$ cat src/rtl/wb_arbiter2.sv
// rtl/wb_arbiter2.sv - two-master round-robin Wishbone arbiter, cyc-framed grants
// Optional stalled-slave timeout enabled by defining WB_ARB_TIMEOUT_EN.
module wb_arbiter2 #(
    parameter int AW      = 16,
    parameter int DW      = 16,
    parameter int TIMEOUT = 255
) (
    input  logic          clk_i,
    input  logic          rst_i,

    input  logic          m0_cyc_i,
    input  logic          m0_stb_i,
    input  logic          m0_we_i,
    input  logic [AW-1:0] m0_adr_i,
    input  logic [DW-1:0] m0_dat_i,
    output logic [DW-1:0] m0_dat_o,
    output logic          m0_ack_o,
    output logic          m0_err_o,

    input  logic          m1_cyc_i,
    input  logic          m1_stb_i,
    input  logic          m1_we_i,
    input  logic [AW-1:0] m1_adr_i,
    input  logic [DW-1:0] m1_dat_i,
    output logic [DW-1:0] m1_dat_o,
    output logic          m1_ack_o,
    output logic          m1_err_o,

    output logic          s_cyc_o,
    output logic          s_stb_o,
    output logic          s_we_o,
    output logic [AW-1:0] s_adr_o,
    output logic [DW-1:0] s_dat_o,
    input  logic [DW-1:0] s_dat_i,
    input  logic          s_ack_i,

    output logic [1:0]    gnt_o
);

    typedef enum logic [1:0] {
        IDLE = 2'd0,
        G0   = 2'd1,
        G1   = 2'd2
    } state_t;

    state_t state;
    state_t state_next;
    logic   last_gnt;     // 1 when master 1 held the most recent grant
    logic   enter;
    logic   timeout;

    always_ff @(posedge clk_i) begin
        if (rst_i) begin
            state    <= IDLE;
            last_gnt <= 1'b1;
        end else begin
            state <= state_next;
            if (enter) begin
                last_gnt <= (state_next == G1);
            end
        end
    end

    always_comb begin
        state_next = state;
        case (state)
            IDLE: begin
                if (m0_cyc_i && m1_cyc_i) begin
                    state_next = last_gnt ? G0 : G1;
                end else if (m0_cyc_i) begin
                    state_next = G0;
                end else if (m1_cyc_i) begin
                    state_next = G1;
                end
            end
            G0: begin
                // A timed-out master loses the bus even if it still holds cyc
                if (timeout) begin
                    state_next = IDLE;
                end else if (!m0_cyc_i) begin
                    state_next = m1_cyc_i ? G1 : IDLE;
                end
            end
            G1: begin
                if (timeout) begin
                    state_next = IDLE;
                end else if (!m1_cyc_i) begin
                    state_next = m0_cyc_i ? G0 : IDLE;
                end
            end
            default: state_next = IDLE;
        endcase
    end

    assign enter = (state_next != state) && (state_next != IDLE);

    always_comb begin
        s_cyc_o = 1'b0;
        s_stb_o = 1'b0;
        s_we_o  = 1'b0;
        s_adr_o = '0;
        s_dat_o = '0;
        case (state)
            G0: begin
                s_cyc_o = m0_cyc_i;
                s_stb_o = m0_stb_i;
                s_we_o  = m0_we_i;
                s_adr_o = m0_adr_i;
                s_dat_o = m0_dat_i;
            end
            G1: begin
                s_cyc_o = m1_cyc_i;
                s_stb_o = m1_stb_i;
                s_we_o  = m1_we_i;
                s_adr_o = m1_adr_i;
                s_dat_o = m1_dat_i;
            end
            default: ;
        endcase
    end

    assign m0_dat_o = s_dat_i;
    assign m1_dat_o = s_dat_i;
    assign m0_ack_o = s_ack_i && (state == G0) && m0_stb_i && !timeout;
    assign m1_ack_o = s_ack_i && (state == G1) && m1_stb_i && !timeout;
    assign gnt_o    = {state == G1, state == G0};

`ifdef WB_ARB_TIMEOUT_EN
    localparam logic [15:0] TIMEOUT_CNT = 16'(TIMEOUT);

    logic [15:0] to_cnt;

    always_ff @(posedge clk_i) begin
        if (rst_i || enter || s_ack_i || !s_stb_o) begin
            to_cnt <= '0;
        end else begin
            to_cnt <= to_cnt + 16'd1;
        end
    end

    assign timeout  = s_stb_o && (to_cnt == TIMEOUT_CNT);
    assign m0_err_o = timeout && (state == G0);
    assign m1_err_o = timeout && (state == G1);
`else
    assign timeout  = 1'b0;
    assign m0_err_o = 1'b0;
    assign m1_err_o = 1'b0;
`endif

endmodule

$ cat config.mk
export PLATFORM = sky130hd
export DESIGN_NAME = wb_arbiter2
export DESIGN_NICKNAME = d
export VERILOG_FILES = /design/src/rtl/wb_arbiter2.sv
export SDC_FILE = /design/constraint.sdc
export NUM_CORES = 1
export LEC_CHECK = 0
export ABC_CLOCK_PERIOD_IN_PS = 3100
export CAP_MARGIN = 10
export CORE_ASPECT_RATIO = 1.2
export CORE_UTILIZATION = 24
export DETAILED_ROUTE_END_ITERATION = 6
export PLACE_DENSITY = 0.87
export SETUP_SLACK_MARGIN = 0.3
export SLEW_MARGIN = 10
export SYNTH_ARGS = -nofsm -noshare
export SYNTH_HDL_FRONTEND = slang
export SYNTH_SLANG_ARGS = --single-unit
export TNS_END_PERCENT = 100
$ cat constraint.sdc
create_clock -name clk_i -period 3.1 [get_ports clk_i]
set_clock_uncertainty 0.2 [all_clocks]
set_input_delay 0.93 -clock clk_i [delete_from_list [all_inputs] [get_ports clk_i]]
set_output_delay 0.93 -clock clk_i [all_outputs]
set_load 0.005 [all_outputs]
# --- Yosys cells after proc, flatten, opt, wreduce, memory -nomap -nowiden ---
# Cells that the tools add are included.
totals:
  ff_bits: 3
  latch_bits: 0
  ramBits: 0
  rom_bits: 0
  in_bits: 89
  elab_cells: 28
  mem_count: 0
classes:
  addsub: 0
  multipliers: 0
  n_div: 0
  magnitude_cmp: 0
  eq_ne: 4
  shifts: 0
  muxes: 14
  bitwise_logic: 0
  reduce_logical: 8
op_table:
  columns: ["cell", "n"]
  rows:
  - ["case mux 16 bit (2 select lines)", 2]
  - ["two-way mux 2 bit", 7]
  - ["logical AND 1 bit", 6]
  - ["case mux 1 bit (2 select lines)", 3]
  - ["case mux 2 bit (3 select lines)", 1]
  - ["== test 2 bit (second input constant)", 2]
  - ["== test 2 x 1 -> 1 bit (second input constant)", 1]
  - ["zero test 2 bit", 1]
  - ["inequality test 2 bit", 1]
  - ["nonzero test 2 bit", 1]
  - ["two-way mux 1 bit", 1]

# --- Longest topological paths before layout ---
depth:
  word_depth: 6
  mapped_depth: 7
  depth_no_buf: 7

# --- Least setup slack after synthesis ---
# OpenSTA, ideal clock, no wires.
synth_timing:
  kind: "reg2out"
  from: "register state[0]"
  to: "output s_adr_o[0]"
  arrival_ps: 1489
  required_time_ps: 1970
  setup_slack_ps: 481
  path_stages_with_launch: 7
  n_path_buf: 2
  cell_sequence: "dfxtp_1 -> inv_1 -> ha_1 -> clkbuf_1 -> clkbuf_1 -> a22oi_1 -> nor2b_1"
synth_between:
  elab_chain_len: 2
synth_lines:
  columns: ["item", "line", "source"]
  rows:
  - ["start, declared", "46", "state_t state;"]
  - ["start signal, assigned", "57", "state <= state_next;"]
  - ["== test 2 bit", null, null]
  - ["via gnt_o[1]", "37", "output logic [1:0] gnt_o"]
  - ["case mux 16 bit (2 select lines)", "103", "case (state)"]
  - ["end, declared", "32", "output logic [AW-1:0] s_adr_o,"]
# The timed path passes the listed nets, and every way through them passes these cells.

# --- Worst setup path after layout ---
layout_timing:
  from: "input m1_stb_i"
  to: "output s_stb_o"
layout_between:
  elab_chain_len: 1
layout_lines:
  columns: ["item", "line", "source"]
  rows:
  - ["start, declared", "21", "input logic m1_stb_i,"]
  - ["case mux 1 bit (2 select lines)", "103", null]
  - ["end, declared", "30", "output logic s_stb_o,"]
# Every way passes these cells.

==> results.py <==
metrics = {
    "place": {
        "postPlaceCellArea_sq_um": 2087,
        "io_buffers": 111,
        "dpl.cell_count": 283,
        "dpl.hpwl_microns": 3146,
        "gp_congestion": 0.8549,
    },
    "timing": {
        "finalCritPeriodShare": 0.9006,
        "max_freq_mhz": 358.2,
        "post-route-min-period_ns": 2.792,
        "drv_slew": 0,
        "rsz0062_at_grt": "yes",
        "setup_viol": 0,
        "hold_viol": 0,
        "fin_tns_setup_ns": 0,
    },
    "worst_setup_path": {
        "crit_type": "input pin to output pin",
        "cp_data_arrival_time_ns": 1.66,
        "path_max_fanout": 2,
        "path_cells": "dlygate4sd2_1 -> a22oi_1 -> nor2b_1 -> clkdlybuf4s15_1",
        "startpoint": "m1_stb_i",
        "slowest_stage": "dlygate4sd2_1",
        "cp.required_ns": 1.97,
        "endpoint_kind": "output pin",
        "critPathMaxStageDelay_ns": 0.26,
        "crit_family": "buffers and inverters",
        "critPathBufInv": 2,
        "regToRegSetupSlack_ns": 1.06,
        "startpoint_type": "input pin",
        "timing.rr.start": "state[1]$_SDFF_PP0_",
    },
    "floorplanning": {
        "rows": 26,
        "core-area_sq_um": 4359,
        "initial_utilization": 0.2566,
        "die-width_microns": 64.32,
        "ios": 162,
        "dieArea_sq_um": 4939,
        "die_height_microns": 76.79,
    },
    "clocking": {
        "cts_root_buf": "clkbuf_8",
        "clkLatencyLatePin_ns": 0.21,
        "cts_tree": "yes",
        "clock-sinks": 3,
        "numCtsBuffers": 3,
        "cts.htree.levels": 1,
        "cts.path.max_buffers": 2,
        "clk_pin_slew_ns": 0.03,
    },
    "power_and_ir_drop": {
        "leakage_uw": 0.0009960,
        "p_per_area_nw_per_um2": 416.7,
        "ir_drop_mv": 0.3269,
        "power_uw": 822.7,
    },
    "synthesis": {
        "syn_area_per_cell_sq_um": 7.408,
        "ys.flop_type": "dfxtp_1",
        "synth_area_leaders": "a22oi_1, buf_4, nor2b_1",
        "ys_ff_latch": 3,
        "syn_area_sq_um": 1119,
        "yosysTopAreaCellShare": 0.2416,
        "ys_seq_area_frac": 0.05369,
        "yosysUniqueCellTypes": 25,
        "synth_top_area_cell": "a22oi_1",
        "synth_most_common_cell": "a22oi_1",
        "synth_edf_count": 0,
        "synth_top_cells_by_count": "a22oi_1, nor2b_1, buf_4",
        "yosys_warnings": 0,
        "synth_cells": 151,
        "synthArstFlopShare": 0,
    },
    "run_status": {
        "status": "finished clean",
    },
    "worst_hold_path": {
        "min_path_type": "flop to flop",
        "hold_start": "last_gnt$_SDFFE_PP1P_",
    },
    "global_routing": {
        "grt_antenna_before_repair": 0,
        "grt_pass1_vias": 1352,
        "grt-ovfl-total": 0,
        "grt_usage": 0.1527,
        "grt_start_max_net_pins": 21,
        "grt_pass1_wl_microns": 6272,
    },
    "layout": {
        "fillers": 487,
        "nNetsFinal": 327,
        "final_area_sq_um": 1974,
        "layout-drive-gt1-share": 0.2771,
        "fin_util": 0.4529,
        "final_cells": 287,
        "antenna_cells": 0,
        "area_growth_pct": 76.51,
    },
    "detailed_routing": {
        "wl_microns": 4106,
        "route.vias.total": 1390,
        "drt_pass1_iterations": 4,
        "avgRoutedWirePerCell_microns": 14.31,
        "via_per_inst": 4.843,
        "antenna_left": 0,
        "first_iter_violations": 43,
        "drc": 0,
    },
    "job": {
        "cap_violations": 0,
    },
}
-- routing by layer --
layer / part of all wire / GRT usage / vias to the layer above
met2: 0.48 / 0.2684 / 73
li1: - / - / 665
met5: 0 / 0 / -
met1: 0.38 / 0.1684 / 633
met4: 0.021 / 0.04667 / 0
met3: 0.12 / 0.05357 / 19
-- power by group --
| group | leakage, uW | total, uW | switching [uW] | internal, uW |
|---|---|---|---|---|
| clock network | 0.0000228 | 111 | 23.8 | 87.5 |
| logic | 0.000948 | 647 | 305 | 342 |
| registers | 0.0000253 | 64.6 | 12.4 | 52.2 |
-- layout make-up --
type	instances	area [sq um]	share of cell area
Timing Repair Buffer	120	989.7	0.5013
Multi-Input combinational cell	101	797.0	0.4037
Tap cell	56	70.07	0.03549
Sequential cell	3	61.31	0.03105
Clock buffer	4	45.04	0.02281
Inverter	3	11.26	0.005703
-- worst reg2reg max path, stage by stage, from the launching register on --
cell       delay, ns
dfxtp_2         0.39
inv_2           0.09
ha_2            0.21
buf_6           0.16
a22oi_1         0.20
o221ai_2        0.20
a2111oi_4       0.39
o31ai_2         0.09
-- placed cells by master, fill, tap and decap left out, types with 3 or more instances in the layout --
cell type,count
ha_1,5
buf_2,33
buf_6,3
nand2_1,3
dlygate4sd2_1,61
clkdlybuf4s50_1,3
buf_4,5
dlymetal6s2s_1,11
nor2b_1,35
a22oi_2,8
clkbuf_8,3
a22oi_1,28
-- cells by family (layout without fill, tap and decap cells) --
family	Yosys count	count (layout)	share of synthesized area
buf+inv	48	127	0.2752
fa+ha+maj	6	6	0.06711
mux	1	1	0.01007
compound gates	47	47	0.3479
simple gates	45	45	0.2427
flops	3	3	0.05369
other cells	1	2	0.003352
-- flip-flops by register name (all words and copies together) (netlist names) --
name      flops
last_gnt      1
state         2
-- repair_timing --
action / CTS / global route
gates cloned: 0 / 0
pin swaps: 34 / 2
setup buffers: 0 / 0
endpoints found under the hold margin: 0 / 0
hold buffers: 0 / 0
endpoints found under the setup margin: 38 / 17
gates resized for setup: 202 / 22
-- per-stage QoR --
stage	setup slack, ns	hold WS (ns)
6_report	0.3080	0.2799
5_1_grt	0.2224	0.3009
4_1_cts	0.2012	0.2864
3_5_place_dp	-0.2015	0.2810
3_3_place_gp	-0.1933	0.2682
2_1_floorplan	0.4813	0.2528
-- final timing paths --
path	to	cells after the start
max	s_stb_o	4
min	last_gnt$_SDFFE_PP1P_	2
max reg2reg	last_gnt$_SDFFE_PP1P_	7
min reg2reg	last_gnt$_SDFFE_PP1P_	2
Power figures use the tool's default switching activity.
